File: config.mk
export PLATFORM = sky130hd
export DESIGN_NAME = pic_8259
export DESIGN_NICKNAME = d
export VERILOG_FILES = /design/src/rtl/pic_8259.sv
export SDC_FILE = /design/constraint.sdc
export NUM_CORES = 1
export LEC_CHECK = 0
export CAP_MARGIN = 15
export CORE_ASPECT_RATIO = 1.5
export CORE_UTILIZATION = 48
export CTS_CLUSTER_SIZE = 14
export DETAILED_ROUTE_END_ITERATION = 8
export GPL_ROUTABILITY_DRIVEN = 0
export PLACE_DENSITY = 0.85
export SETUP_SLACK_MARGIN = 0.02
export SYNTH_ARGS = -nofsm -noshare
export SYNTH_HDL_FRONTEND = slang
export SYNTH_SLANG_ARGS = --single-unit
File: constraint.sdc
create_clock -name clk -period 1.8 [get_ports clk]
set_input_delay 0.36 -clock clk [delete_from_list [all_inputs] [get_ports clk]]
set_output_delay 0.36 -clock clk [all_outputs]
set_load 0.02 [all_outputs]
File: src/rtl/pic_8259.sv
// Simplified 8259 interrupt controller: one level, no cascade, fixed priority (bit 0 highest).
// Programmed through a command/mask port pair using the toggle-handshake I/O bus.
module pic_8259 #(
    parameter logic [11:0] BASE = 12'h020
) (
    input  logic        clk,
    input  logic        reset,
    input  logic [11:0] port,
    input  logic [7:0]  din,
    output logic [7:0]  dout,
    input  logic        cpu_iordin,
    output logic        cpu_iordout,
    input  logic        cpu_iowrin,
    output logic        cpu_iowrout,
    input  logic [7:0]  irq,
    output logic        intr,
    input  logic        cpu_intain,
    output logic        cpu_intaout,
    output logic [7:0]  vector
);
    typedef enum logic [1:0] {READY, ICW2, ICW3, ICW4} state_t;

    state_t     state, state_nxt;
    logic [7:0] imr, irr, isr, irq_d;
    logic [4:0] vbase;
    logic       aeoi, rsel, sngl, ic4;
    logic       cs0, cs1;

    logic iowr, inta, wr0, wr1, icw1;
    assign iowr = cpu_iowrin ^ cpu_iowrout;
    assign inta = cpu_intain ^ cpu_intaout;
    assign wr0  = iowr & cs0;
    assign wr1  = iowr & cs1;
    assign icw1 = wr0 & din[4];

    logic imr_wr, vbase_wr, aeoi_wr, ocw2, ocw3;

    // ICW1 restarts the sequence from any state; operation commands only act in READY.
    always_comb begin
        state_nxt = state;
        imr_wr    = 1'b0;
        vbase_wr  = 1'b0;
        aeoi_wr   = 1'b0;
        ocw2      = 1'b0;
        ocw3      = 1'b0;
        if (icw1) begin
            state_nxt = ICW2;
        end else begin
            case (state)
                READY: begin
                    imr_wr = wr1;
                    ocw2   = wr0 && din[4:3] == 2'b00 && din[5];
                    ocw3   = wr0 && din[4:3] == 2'b01 && din[1];
                end
                ICW2: if (wr1) begin
                    vbase_wr  = 1'b1;
                    state_nxt = !sngl ? ICW3 : (ic4 ? ICW4 : READY);
                end
                ICW3: if (wr1) state_nxt = ic4 ? ICW4 : READY;
                ICW4: if (wr1) begin
                    aeoi_wr   = 1'b1;
                    state_nxt = READY;
                end
                default: state_nxt = READY;
            endcase
        end
    end

    always_ff @(posedge clk) begin
        if (reset) state <= READY;
        else       state <= state_nxt;
    end

    // Lowest pending unmasked request; it qualifies only if nothing of equal
    // or higher priority is already in service.
    logic [7:0] pend;
    logic [2:0] n;
    logic       found, blocked, qual;
    always_comb begin
        pend    = irr & ~imr;
        n       = 3'd0;
        found   = 1'b0;
        blocked = 1'b0;
        for (int i = 7; i >= 0; i--) begin
            if (pend[i]) begin
                n     = 3'(i);
                found = 1'b1;
            end
        end
        for (int i = 0; i < 8; i++) begin
            if (isr[i] && i <= int'(n)) blocked = 1'b1;
        end
        qual = found & ~blocked;
    end

    logic [7:0] eoi_clr, isr_eoi, ack_bit, edges;
    logic       ack;
    always_comb begin
        eoi_clr = 8'h00;
        if (ocw2) eoi_clr = din[6] ? (8'h01 << din[2:0]) : (isr & (~isr + 8'd1));
        isr_eoi = isr & ~eoi_clr;
        ack     = inta & qual;
        ack_bit = ack ? (8'h01 << n) : 8'h00;
        edges   = irq & ~irq_d;
    end

    always_ff @(posedge clk) begin
        irq_d       <= irq;
        cpu_iordout <= cpu_iordin;
        cpu_iowrout <= cpu_iowrin;
        cpu_intaout <= cpu_intain;
        cs0         <= port == BASE;
        cs1         <= port == BASE + 12'd1;
        if (reset) begin
            imr    <= 8'hFF;
            irr    <= 8'h00;
            isr    <= 8'h00;
            vbase  <= 5'h01;
            aeoi   <= 1'b0;
            rsel   <= 1'b0;
            sngl   <= 1'b0;
            ic4    <= 1'b0;
            intr   <= 1'b0;
            dout   <= 8'hFF;
            vector <= 8'hFF;
        end else begin
            if (icw1) begin
                imr  <= 8'h00;
                isr  <= 8'h00;
                irr  <= edges;
                aeoi <= 1'b0;
                rsel <= 1'b0;
                sngl <= din[1];
                ic4  <= din[0];
            end else begin
                if (imr_wr) imr <= din;
                if (ocw3)   rsel <= din[0];
                // New edges win over the acknowledge clear of the same bit.
                irr <= (irr & ~ack_bit) | edges;
                isr <= isr_eoi | (aeoi ? 8'h00 : ack_bit);
            end
            if (vbase_wr) vbase <= din[7:3];
            if (aeoi_wr)  aeoi  <= din[1];
            intr <= qual;
            if (inta) vector <= qual ? {vbase, n} : {vbase, 3'd7};
            dout <= cs0 ? (rsel ? isr : irr) : (cs1 ? imr : 8'hFF);
        end
    end
endmodule

==> run metrics, run 1 <==
reg-to-reg endpoint irr[4]; worst r2r path cells 6; RSZ-0062 raised after global routing true; ANT cells 0; setup ws final -318 ps; Clk pwr share 43.0%; power after layout 3.27 mW; Syn Nets 377; Required @ worst endpoint 2050 ps; EDFF count, synth 0; Net Sw Frac 24.2%; Post-Syn Area 3080 µm²; Bufs on Longest Clock Path 2; global-route wire length before repair 16.6 mm; via count 3493; CTS Hold Buffers Added 0; Async SR Flop Fraction 0%; H-tree depth 3; Yosys top cell area share 42.3%; Area growth, synth to finish 55.2%; Fin. Hold Viols 0; global-route track usage on met2 55.2%; IO Port Bufs 52; failing checks negative setup slack; Pint 2.48 mW; Worst Skew 7.38 ps; Netlist cell types 63; global route hottest layer met2; DR DRC count 0; crit-path max FO 4; GR Util met1 36.9%; Core Area 6170 µm²; placed cell count 519; dpl hpwl 6.89 mm; CTS tree built; Cell Area, Placed 4160 µm²; Final period util 118%; die height 100 µm; GR Overflow Total 0; top cells by count, synth dfxtp_1 (65), nor2_1 (36), nand2_1 (31), a21oi_1 (19), mux2i_1 (18); Num CTS Buffers 9; FF-to-FF Start imr[1]; P_leak 1.90 nW; Final Non-Filler Cells 550; syn avg cell area 8.94 µm²; Synth Instances 344; r2r setup slk -320 ps; register bit total from synthesis 65; met3 Usage GRT 6.70%; fin util 77.3%; Sw Pwr 0.792 mW; antenna viol nets, final 0; Top FF cell, synth dfxtp_1; All-Layer GR Usage 33.5%; pin count of the biggest net entering global routing 21; final setup violation count 20; max_cap viols 0; Setup crit end kind register; initial antenna violation count 0; initial DRC count 508; Setup Crit Path Kind register to register; most numerous cell in the Yosys netlist dfxtp_1; Slew headroom 38.6%; pre-CTS setup slack -412 ps; Area contributors post-synth dfxtp_1 (42%), mux2i_1 (5.9%), nor2_1 (4.4%); drt first pass iters 5; sequential share of power 46.1%; Clock Tree Root clkbuf_8; layout cell share with drive strength beyond 1 34.9%; Final nets 504; CP startpoint imr[1]; maximum vdd drop 0.420 mV; clk_lat worst skew 350 ps; HP Start cpu_iowrin; Hold/Removal Path Class input port to register; Vias/cell 6.35; startpoint types register; Filler cells 344; post-synthesis sequential area ratio 42.3%; area leader, netlist dfxtp_1; Logic pwr share 11.0%; Worst-Margin Slew 913 ps; die area 6740 µm²; status complete, but fails checks; Die Span X 67.4 µm; I/O pins 53; max-slew violations 0; P per Cell Area 686 nW/µm²; Initial Util 49.8%; Final min period 2120 ps; finished layout cell area 4770 µm²; routed length per instance 21.8 µm; Synth Warn # 0; clock sinks 65; clk slew on worst S/H paths 70 ps; vias in the first global route 3335; Final Routed Wirelength 12.0 mm; CP arrival 2370 ps; max frequency 472 MHz; Row Count 35; Critical Path End irr[4]
layer usage:
layer / part of all wire (%) / vias up / routed length [µm]
met5: 0 / - / 0
met4: 7.5 / 0 / 896
met3: 8.9 / 90 / 1060
met2: 48 / 268 / 5750
met1: 36 / 1629 / 4260
li1: - / 1506 / -
worst min-delay path by stage:
stage / slack [ps] / cells after the start / end
after CTS: 460 / 1 / cpu_iordout
after floorplan: 390 / 0 / cpu_intaout
after global routing: 210 / 1 / cpu_iowrout
after detailed placement: 450 / 2 / vector[5]
after global placement: 440 / 2 / vector[5]
final: 190 / 1 / cpu_iowrout
final cells by class:
class | count | area (µm²) | share of cell area [%]
Sequential cell | 65 | 1320 | 27.7
Timing Repair Buffer | 133 | 1190 | 24.8
Inverter | 6 | 22.5 | 0.472
Clock inverter | 5 | 78.8 | 1.65
Clock buffer | 11 | 141 | 2.96
Multi-Input combinational cell | 256 | 1930 | 40.5
Tap cell | 74 | 92.6 | 1.94
state kept, by name, summed over array words and instances (netlist names):
signal / cells
aeoi: 1
cpu_intaout: 1
cpu_iordout: 1
cpu_iowrout: 1
cs0: 1
cs1: 1
dout: 8
ic4: 1
imr: 8
intr: 1
irq_d: 8
irr: 8
isr: 8
rsel: 1
sngl: 1
state: 2
vbase: 5
vector: 8
cells by family after synthesis:
logic type                after synthesis  synth area share, %
and+or+nand+nor                       141                 25.4
AOI/OAI and AO/OA                      94                 22.5
DFF                                    65                 42.3
buffers and inverters                  23                 3.05
muxes                                  18                 5.86
xor gates and xnor gates                3                0.855
per-stage QoR:
stage	hold WS (ps)	TNS, ps
floorplan	388	0
global placement	443	-6550
global route	212	-4020
finish	189	-3020
detailed placement	450	-8000
CTS	465	-666
placed cells by master (no fill, tap or decap), types with 4 or more instances in the layout:
cell / instances
a31oi_1: 5
buf_4: 71
clkdlybuf4s50_1: 51
inv_1: 5
nand2_1: 28
nor2_1: 33
o211ai_1: 4
nor2b_1: 6
clkbuf_8: 10
buf_6: 8
nand3b_1: 6
o21ai_0: 8
a21oi_1: 16
nor3_1: 7
or2_2: 9
nand2b_1: 4
nand2b_4: 5
mux2i_1: 18
nand3_1: 9
a22oi_1: 8
dfxtp_1: 54
o21bai_1: 9
o31a_1: 6
dfxtp_2: 9
critical path, cell delays in order (launching register included):
cell and delay [ps]:
dfxtp_2 340, and2b_4 220, buf_6 130, nor4_1 770, o21ai_4 110, a32o_1 260
a31o_1 170
power groups by stage:
| stage | sequential (mW) | combinational [mW] | clock, mW |
|---|---|---|---|
| after floorplan | 1.55 | 0.123 | 0 |
| after CTS | 1.50 | 0.341 | 1.39 |
| after global placement | 1.53 | 0.326 | 0 |
| after detailed placement | 1.53 | 0.335 | 0 |
| final | 1.51 | 0.358 | 1.41 |
| after global routing | 1.51 | 0.379 | 1.45 |
repair_timing:
| item | 4_1_cts | 5_1_grt |
|---|---|---|
| pin swaps | 16 | 19 |
| setup buffers | 9 | 6 |
| endpoints found under the setup margin | 20 | 34 |
| gates resized for setup | 28 | 40 |
Note: power is estimated with default switching activity, not from simulation.
==> inputs of run 2 (changes only) <==
Settings changed: CTS_CLUSTER_SIZE 14 to 30.
==> results of run 2 <==
The final DEF is identical to that of run 1; final timing and power are the same.
